===== config.mk =====
export PLATFORM = sky130hd
export DESIGN_NAME = icache_dm_param
export DESIGN_NICKNAME = d
export VERILOG_FILES = /design/src/rtl/icache_dm_param.sv
export SDC_FILE = /design/constraint.sdc
export NUM_CORES = 1
export LEC_CHECK = 0
export BUFFER_PORTS_ARGS = -buffer_cell sky130_fd_sc_hd__clkbuf_2
export CAP_MARGIN = 25
export CELL_PAD_IN_SITES_DETAIL_PLACEMENT = 1
export CELL_PAD_IN_SITES_GLOBAL_PLACEMENT = 2
export CORE_UTILIZATION = 45
export DETAILED_ROUTE_END_ITERATION = 7
export PLACE_DENSITY = 0.8
export SKIP_LAST_GASP = 1
export SLEW_MARGIN = 15
export SYNTH_ARGS = -nofsm -noshare
export SYNTH_HDL_FRONTEND = slang
export SYNTH_SLANG_ARGS = --single-unit

===== constraint.sdc =====
create_clock -name CLK -period 4.3 [get_ports CLK]
set_input_delay 0.86 -clock CLK [delete_from_list [all_inputs] [get_ports CLK]]
set_output_delay 0.86 -clock CLK [all_outputs]
set_load 0.005 [all_outputs]

===== src/rtl/icache_dm_param.sv =====
// icache_dm_param: parametrised direct-mapped, read-only instruction cache.
// Hits are served combinationally from IDLE. A miss fills the whole line from
// memory one word at a time, and the requested word then hits on the cycle
// after the line completes. The flush input invalidates every line.
// Optional build macro ICACHE_STATS_EN adds the hit_count/miss_count outputs.
module icache_dm_param #(
  parameter int SETS        = 16,
  parameter int BLOCK_WORDS = 2
) (
  input  logic        CLK,
  input  logic        nRST,
  input  logic        imemREN,
  input  logic [31:0] imemaddr,
  input  logic        flush,
  output logic        ihit,
  output logic [31:0] imemload,
  output logic        iREN,
  output logic [31:0] iaddr,
  input  logic        iwait,
  input  logic [31:0] iload
`ifdef ICACHE_STATS_EN
  ,
  output logic [31:0] hit_count,
  output logic [31:0] miss_count
`endif
);

  localparam int IDXW  = $clog2(SETS);
  localparam int BOFFW = $clog2(BLOCK_WORDS);
  // The word counter keeps at least one bit even for single-word lines.
  localparam int WCW   = (BOFFW == 0) ? 1 : BOFFW;
  localparam int TAGW  = 32 - IDXW - BOFFW - 2;

  typedef enum logic {IDLE, FILL} state_t;

  // Fetch address fields.
  logic [TAGW-1:0] tag_in;
  logic [IDXW-1:0] idx_in;
  logic [WCW-1:0]  woff;

  assign tag_in = imemaddr[31 -: TAGW];
  assign idx_in = imemaddr[BOFFW+2 +: IDXW];

  if (BOFFW > 0) begin : g_woff
    assign woff = imemaddr[2 +: BOFFW];
  end else begin : g_no_woff
    assign woff = '0;
  end

  // The byte-offset bits never select anything in a word-wide cache.
  logic unused_byte_bits;
  assign unused_byte_bits = ^imemaddr[1:0];

  // Control state (reset) and line storage (not reset).
  state_t          state_q, state_d;
  logic [SETS-1:0] valid_q, valid_d;
  logic [WCW-1:0]  wcnt_q, wcnt_d;
  logic [TAGW-1:0] ltag_q;
  logic [IDXW-1:0] lidx_q;
  logic [TAGW-1:0] tag_q  [SETS];
  logic [31:0]     data_q [SETS][BLOCK_WORDS];

  // Lookup and fill qualifiers.
  logic lookup_hit;
  logic hit;
  logic start_fill;
  logic word_done;
  logic last_word;

  assign lookup_hit = imemREN && valid_q[idx_in] && (tag_q[idx_in] == tag_in);
  assign hit        = (state_q == IDLE) && lookup_hit && !flush;
  assign start_fill = (state_q == IDLE) && imemREN && !lookup_hit && !flush;
  assign word_done  = (state_q == FILL) && !iwait;
  assign last_word  = (wcnt_q == WCW'(BLOCK_WORDS - 1));

  // State register: asynchronous reset returns the FSM to IDLE immediately.
  // NOTE: sequential state uses non-blocking (<=) so every flop samples the
  // pre-edge values; blocking here would create order-dependent races.
  always_ff @(posedge CLK or negedge nRST) begin
    if (!nRST) state_q <= IDLE;
    else       state_q <= state_d;
  end

  // Next-state logic: misses enter FILL, the last word or a flush returns to IDLE.
  // NOTE: every output of a combinational block gets a default first so no
  // path leaves it unassigned, which would otherwise infer a latch.
  always_comb begin
    state_d = state_q;
    unique case (state_q)
      IDLE: if (start_fill) state_d = FILL;
      FILL: if (flush || (!iwait && last_word)) state_d = IDLE;
      default: state_d = IDLE;
    endcase
  end

  // Output logic: hit data in IDLE, memory request while filling.
  always_comb begin
    ihit     = 1'b0;
    imemload = '0;
    iREN     = 1'b0;
    iaddr    = '0;
    unique case (state_q)
      IDLE: begin
        if (hit) begin
          ihit     = 1'b1;
          imemload = data_q[idx_in][woff];
        end
      end
      FILL: begin
        iREN  = 1'b1;
        iaddr = {ltag_q, lidx_q, {(BOFFW + 2){1'b0}}} | (32'(wcnt_q) << 2);
      end
      default: ;
    endcase
  end

  // Valid bits and word counter next-state: flush wins over completing a line.
  always_comb begin
    valid_d = valid_q;
    wcnt_d  = wcnt_q;
    if (flush) begin
      valid_d = '0;
      wcnt_d  = '0;
    end else if (start_fill) begin
      // The resident line is evicted as soon as its data starts being overwritten.
      valid_d[idx_in] = 1'b0;
      wcnt_d          = '0;
    end else if (word_done) begin
      if (last_word) begin
        valid_d[lidx_q] = 1'b1;
        wcnt_d          = '0;
      end else begin
        wcnt_d = wcnt_q + WCW'(1);
      end
    end
  end

  // Valid bits and word counter registers.
  always_ff @(posedge CLK or negedge nRST) begin
    if (!nRST) begin
      valid_q <= '0;
      wcnt_q  <= '0;
    end else begin
      valid_q <= valid_d;
      wcnt_q  <= wcnt_d;
    end
  end

  // Line storage: latch the missing line address, capture words, commit the tag.
  // NOTE: tag and data arrays are deliberately not reset; the valid bits alone
  // make stale contents unobservable, and resetting wide arrays is costly.
  always_ff @(posedge CLK) begin
    if (start_fill) begin
      ltag_q <= tag_in;
      lidx_q <= idx_in;
    end
    if (word_done) begin
      data_q[lidx_q][wcnt_q] <= iload;
      if (last_word && !flush) tag_q[lidx_q] <= ltag_q;
    end
  end

`ifdef ICACHE_STATS_EN
  // Statistics: count hit cycles and IDLE->FILL transitions; flush leaves them alone.
  always_ff @(posedge CLK or negedge nRST) begin
    if (!nRST) begin
      hit_count  <= '0;
      miss_count <= '0;
    end else begin
      if (hit)        hit_count  <= hit_count + 32'd1;
      if (start_fill) miss_count <= miss_count + 32'd1;
    end
  end
`endif

endmodule


==> flow_summary.ini <==
[placed_design]
place_area_sq_um = 61830
dp.cells = 4368
place.gp.congestion = 0.8385
port_buffers = 130
dpl.hpwl_um = 84490

[pwr]
switching_share_pct = 20.97
sequentialPowerShare_pct = 52.3
irDropWorstVdd_mv = 0.4099
p_clk_share_pct = 42.8
combPwrFrac_pct = 4.9
power-per-cell-area_nw_per_um2 = 452.2
power_switching_mw = 6.359
p_int_mw = 23.96
p_leak_nw = 21.59

[sta]
tightest_slew_ns = 1.129
fin_crit_ns = 4.713
finalSetupTns_ns = -10.87
final.period_utilization_pct = 109.6
hold_violations = 0
relSlewSlack_pct = 24.74
setup_slack_ns = -0.4131
max_freq_mhz = 212.2
final-setup-viol-count = 33
maxSlewViolCount = 0
rsz0062_at_grt = yes
skew_ns = 0.03275
whs_ns = 0.3080

[critical_path]
cp_data_required_time_ns = 3.44
path_cells = buf_6 -> buf_12 -> mux2_2 -> o22ai_1 -> a2111oi_1 -> buf_4 -> a211o_1 -> nand3_1 -> nor4_2 -> buf_4 -> nand4_4 -> buf_12 -> buf_12 -> buf_4 -> nor2_2 -> buf_2
cp-start-kind = primary input
worstPathMaxFanout = 26
crit_arrival_ns = 3.85
critical_path_class = in2out
slowest_delay_ns = 0.47
cp-end-kind = output port
critical-path-slowest-cell = a2111oi_1

[logic_synthesis]
avgSynthCellArea_sq_um = 22.75
synthArstFlopShare_pct = 1.224
synth_edf_count = 1453
synth_cells = 2522
ys.flop_type = edfxtp_1
yosysSeqAreaShare_pct = 76.84
yosys_warnings = 0
syn_area_sq_um = 57370
ys_ff_latch = 1471
ys_types = 63

[global_routing]
gr-total-overflow = 0
grt_pass1_vias = 30362
grt_pass1_wl_um = 215500
grt_antenna_before_repair = 6
grt_max_degree = 101
grtUsageTotal_pct = 23.38

[detailed_routing]
drcViolationCount = 0
dr.pass1.iters = 6
via_per_inst = 6.095
vias = 28356
drtIter0Drc = 3095
postRouteAntennaNets = 0
detail_route.wl_per_cell_um = 32.40
wl_um = 150700

[clock_tree]
path_clk_slew_ns = 0.06
clock-sinks = 1471
cts-root-buf = clkbuf_16
cts-buffers-inserted = 151
cts_tree = built
clock_path_buffers = 3
clk_latency_ns = 0.77
cts_max_level = 4

[cells_and_area]
finalNonFillerCells = 4652
finalNetCount = 2948
stdcell_area_sq_um = 67040
fin_util_pct = 53.18
antennaDiodeCount = 0
drive_gt1_share_pct = 35.38
syn2layout_area_growth_pct = 16.85

[floorplan]
dieArea_sq_um = 128900
die_h_um = 359.1
dieWidth_um = 359.1
num_io_pins = 135
core_region_area_sq_um = 126100
initial_core_util_pct = 45.51
placementRows = 130

[run_status]
violations = negative setup slack
run_status = finished, violations left

[min_path]
min-delay-path-class = in2reg

[flow_run]
maxCapViolCount = 0
worst max-delay path, delay by kind of cell:
kind | cells | cell delay (ns)
AO/OA/AOI/OAI | 3 | 0.64
buffers and inverters | 8 | 1.46
multiplexers | 1 | 0.20
AND/OR/NAND/NOR | 4 | 0.61
state kept, by name (all words and copies together), names as in the netlist:
register	count
data_q	1024
tag_q	400
ltag_q	25
valid_q	16
lidx_q	4
last_word	1
state_q	1
through the flow:
stage,setup WS (ns),power [mW]
after global routing,-0.5408,31.06
after global placement,-0.3984,17.55
after CTS,-0.4384,30.52
final,-0.4131,30.32
after floorplan,0.02218,16.97
after detailed placement,-0.5803,17.62
cell families after synthesis:
logic type,Yosys count,synth area share (%)
DFF,1471,76.84
buffers and inverters,150,1.398
muxes,523,17.73
other,1,0.006537
AOI/OAI and AO/OA,122,1.629
xor gates and xnor gates,23,0.3511
and+or+nand+nor,232,2.044
power by group through the flow:
stage               sequential, mW  clock [mW]  combinational [mW]
finish                        15.9        13.0                1.49
global route                  15.9        13.6                1.57
CTS                           15.9        13.2                1.49
detailed placement            16.2           0                1.46
global placement              16.1           0                1.41
floorplan                     16.1           0               0.847
cell usage after synthesis (10+ instances only):
cell type	n	area [sq um]
clkbuf_1	43	161.4
a21oi_1	27	135.1
mux2_2	16	180.2
nor2_1	73	274.0
buf_4	12	90.09
mux2i_1	116	1161
nand3_1	16	80.08
a21oi_2	10	87.58
mux4_2	384	8648
dfrtp_1	18	450.4
buf_2	26	130.1
nor3_1	19	95.09
edfxtp_1	1453	43630
xnor2_1	20	175.2
inv_1	16	60.06
nor2b_1	10	62.56
and2_1	33	206.5
buf_6	15	168.9
nand2_1	28	105.1
nor2_2	29	181.4
buf_1	34	127.6
path summary, 6_finish.rpt:
check | to | from | slack (ns) | cells after the start
min | ltag_q[23] | imemaddr[30] | 0.31 | 1
min in group asynchronous | valid_q[6] | nRST | 0.63 | 2
max reg2reg | data_q[9][16] | state_q | 0.94 | 3
max | imemload[23] | imemaddr[6] | -0.41 | 16
min reg2reg | valid_q[0] | valid_q[0] | 0.54 | 2
max in group asynchronous | valid_q[9] | nRST | 3.33 | 2
layout by cell type (no fill, tap or decap), types with 22 or more instances in the layout:
cell type  instances
nor2_4            64
buf_12            47
nor2_1            22
clkbuf_16        158
edfxtp_1        1453
mux2i_1          114
a21oi_1           27
buf_4            153
clkinv_2          27
nand2_1           28
clkinv_1          28
and2_1            33
clkbuf_2         117
mux4_2           384
clkbuf_1          31
layer usage:
layer / GRT usage, % / part of all wire (%)
met5: 0 / 0.027
met4: 7.397 / 2.8
met3: 4.593 / 7.7
met2: 38.90 / 50
met1: 31.18 / 39
repair_timing:
| item | 4_1_cts | 5_1_grt |
|---|---|---|
| endpoints found under the setup margin | 33 | 33 |
| hold buffers | 1 | 0 |
| setup buffers | 2 | 2 |
| pin swaps | 9 | 4 |
| gates resized for setup | 19 | 26 |
| cloned | 3 | 1 |
| endpoints found under the hold margin | 6 | 0 |
cell type report:
type                       count  area [sq um]
fill                       10849         59020
sequential                  1471         44080
multi-input combinational    902         12980
clock buffer                 190          4073
timing repair buffer         336          2953
tap                         1650          2064
clock inverter                86         818.3
inverter                      17         68.82
Note: power is estimated with default switching activity, not from simulation.
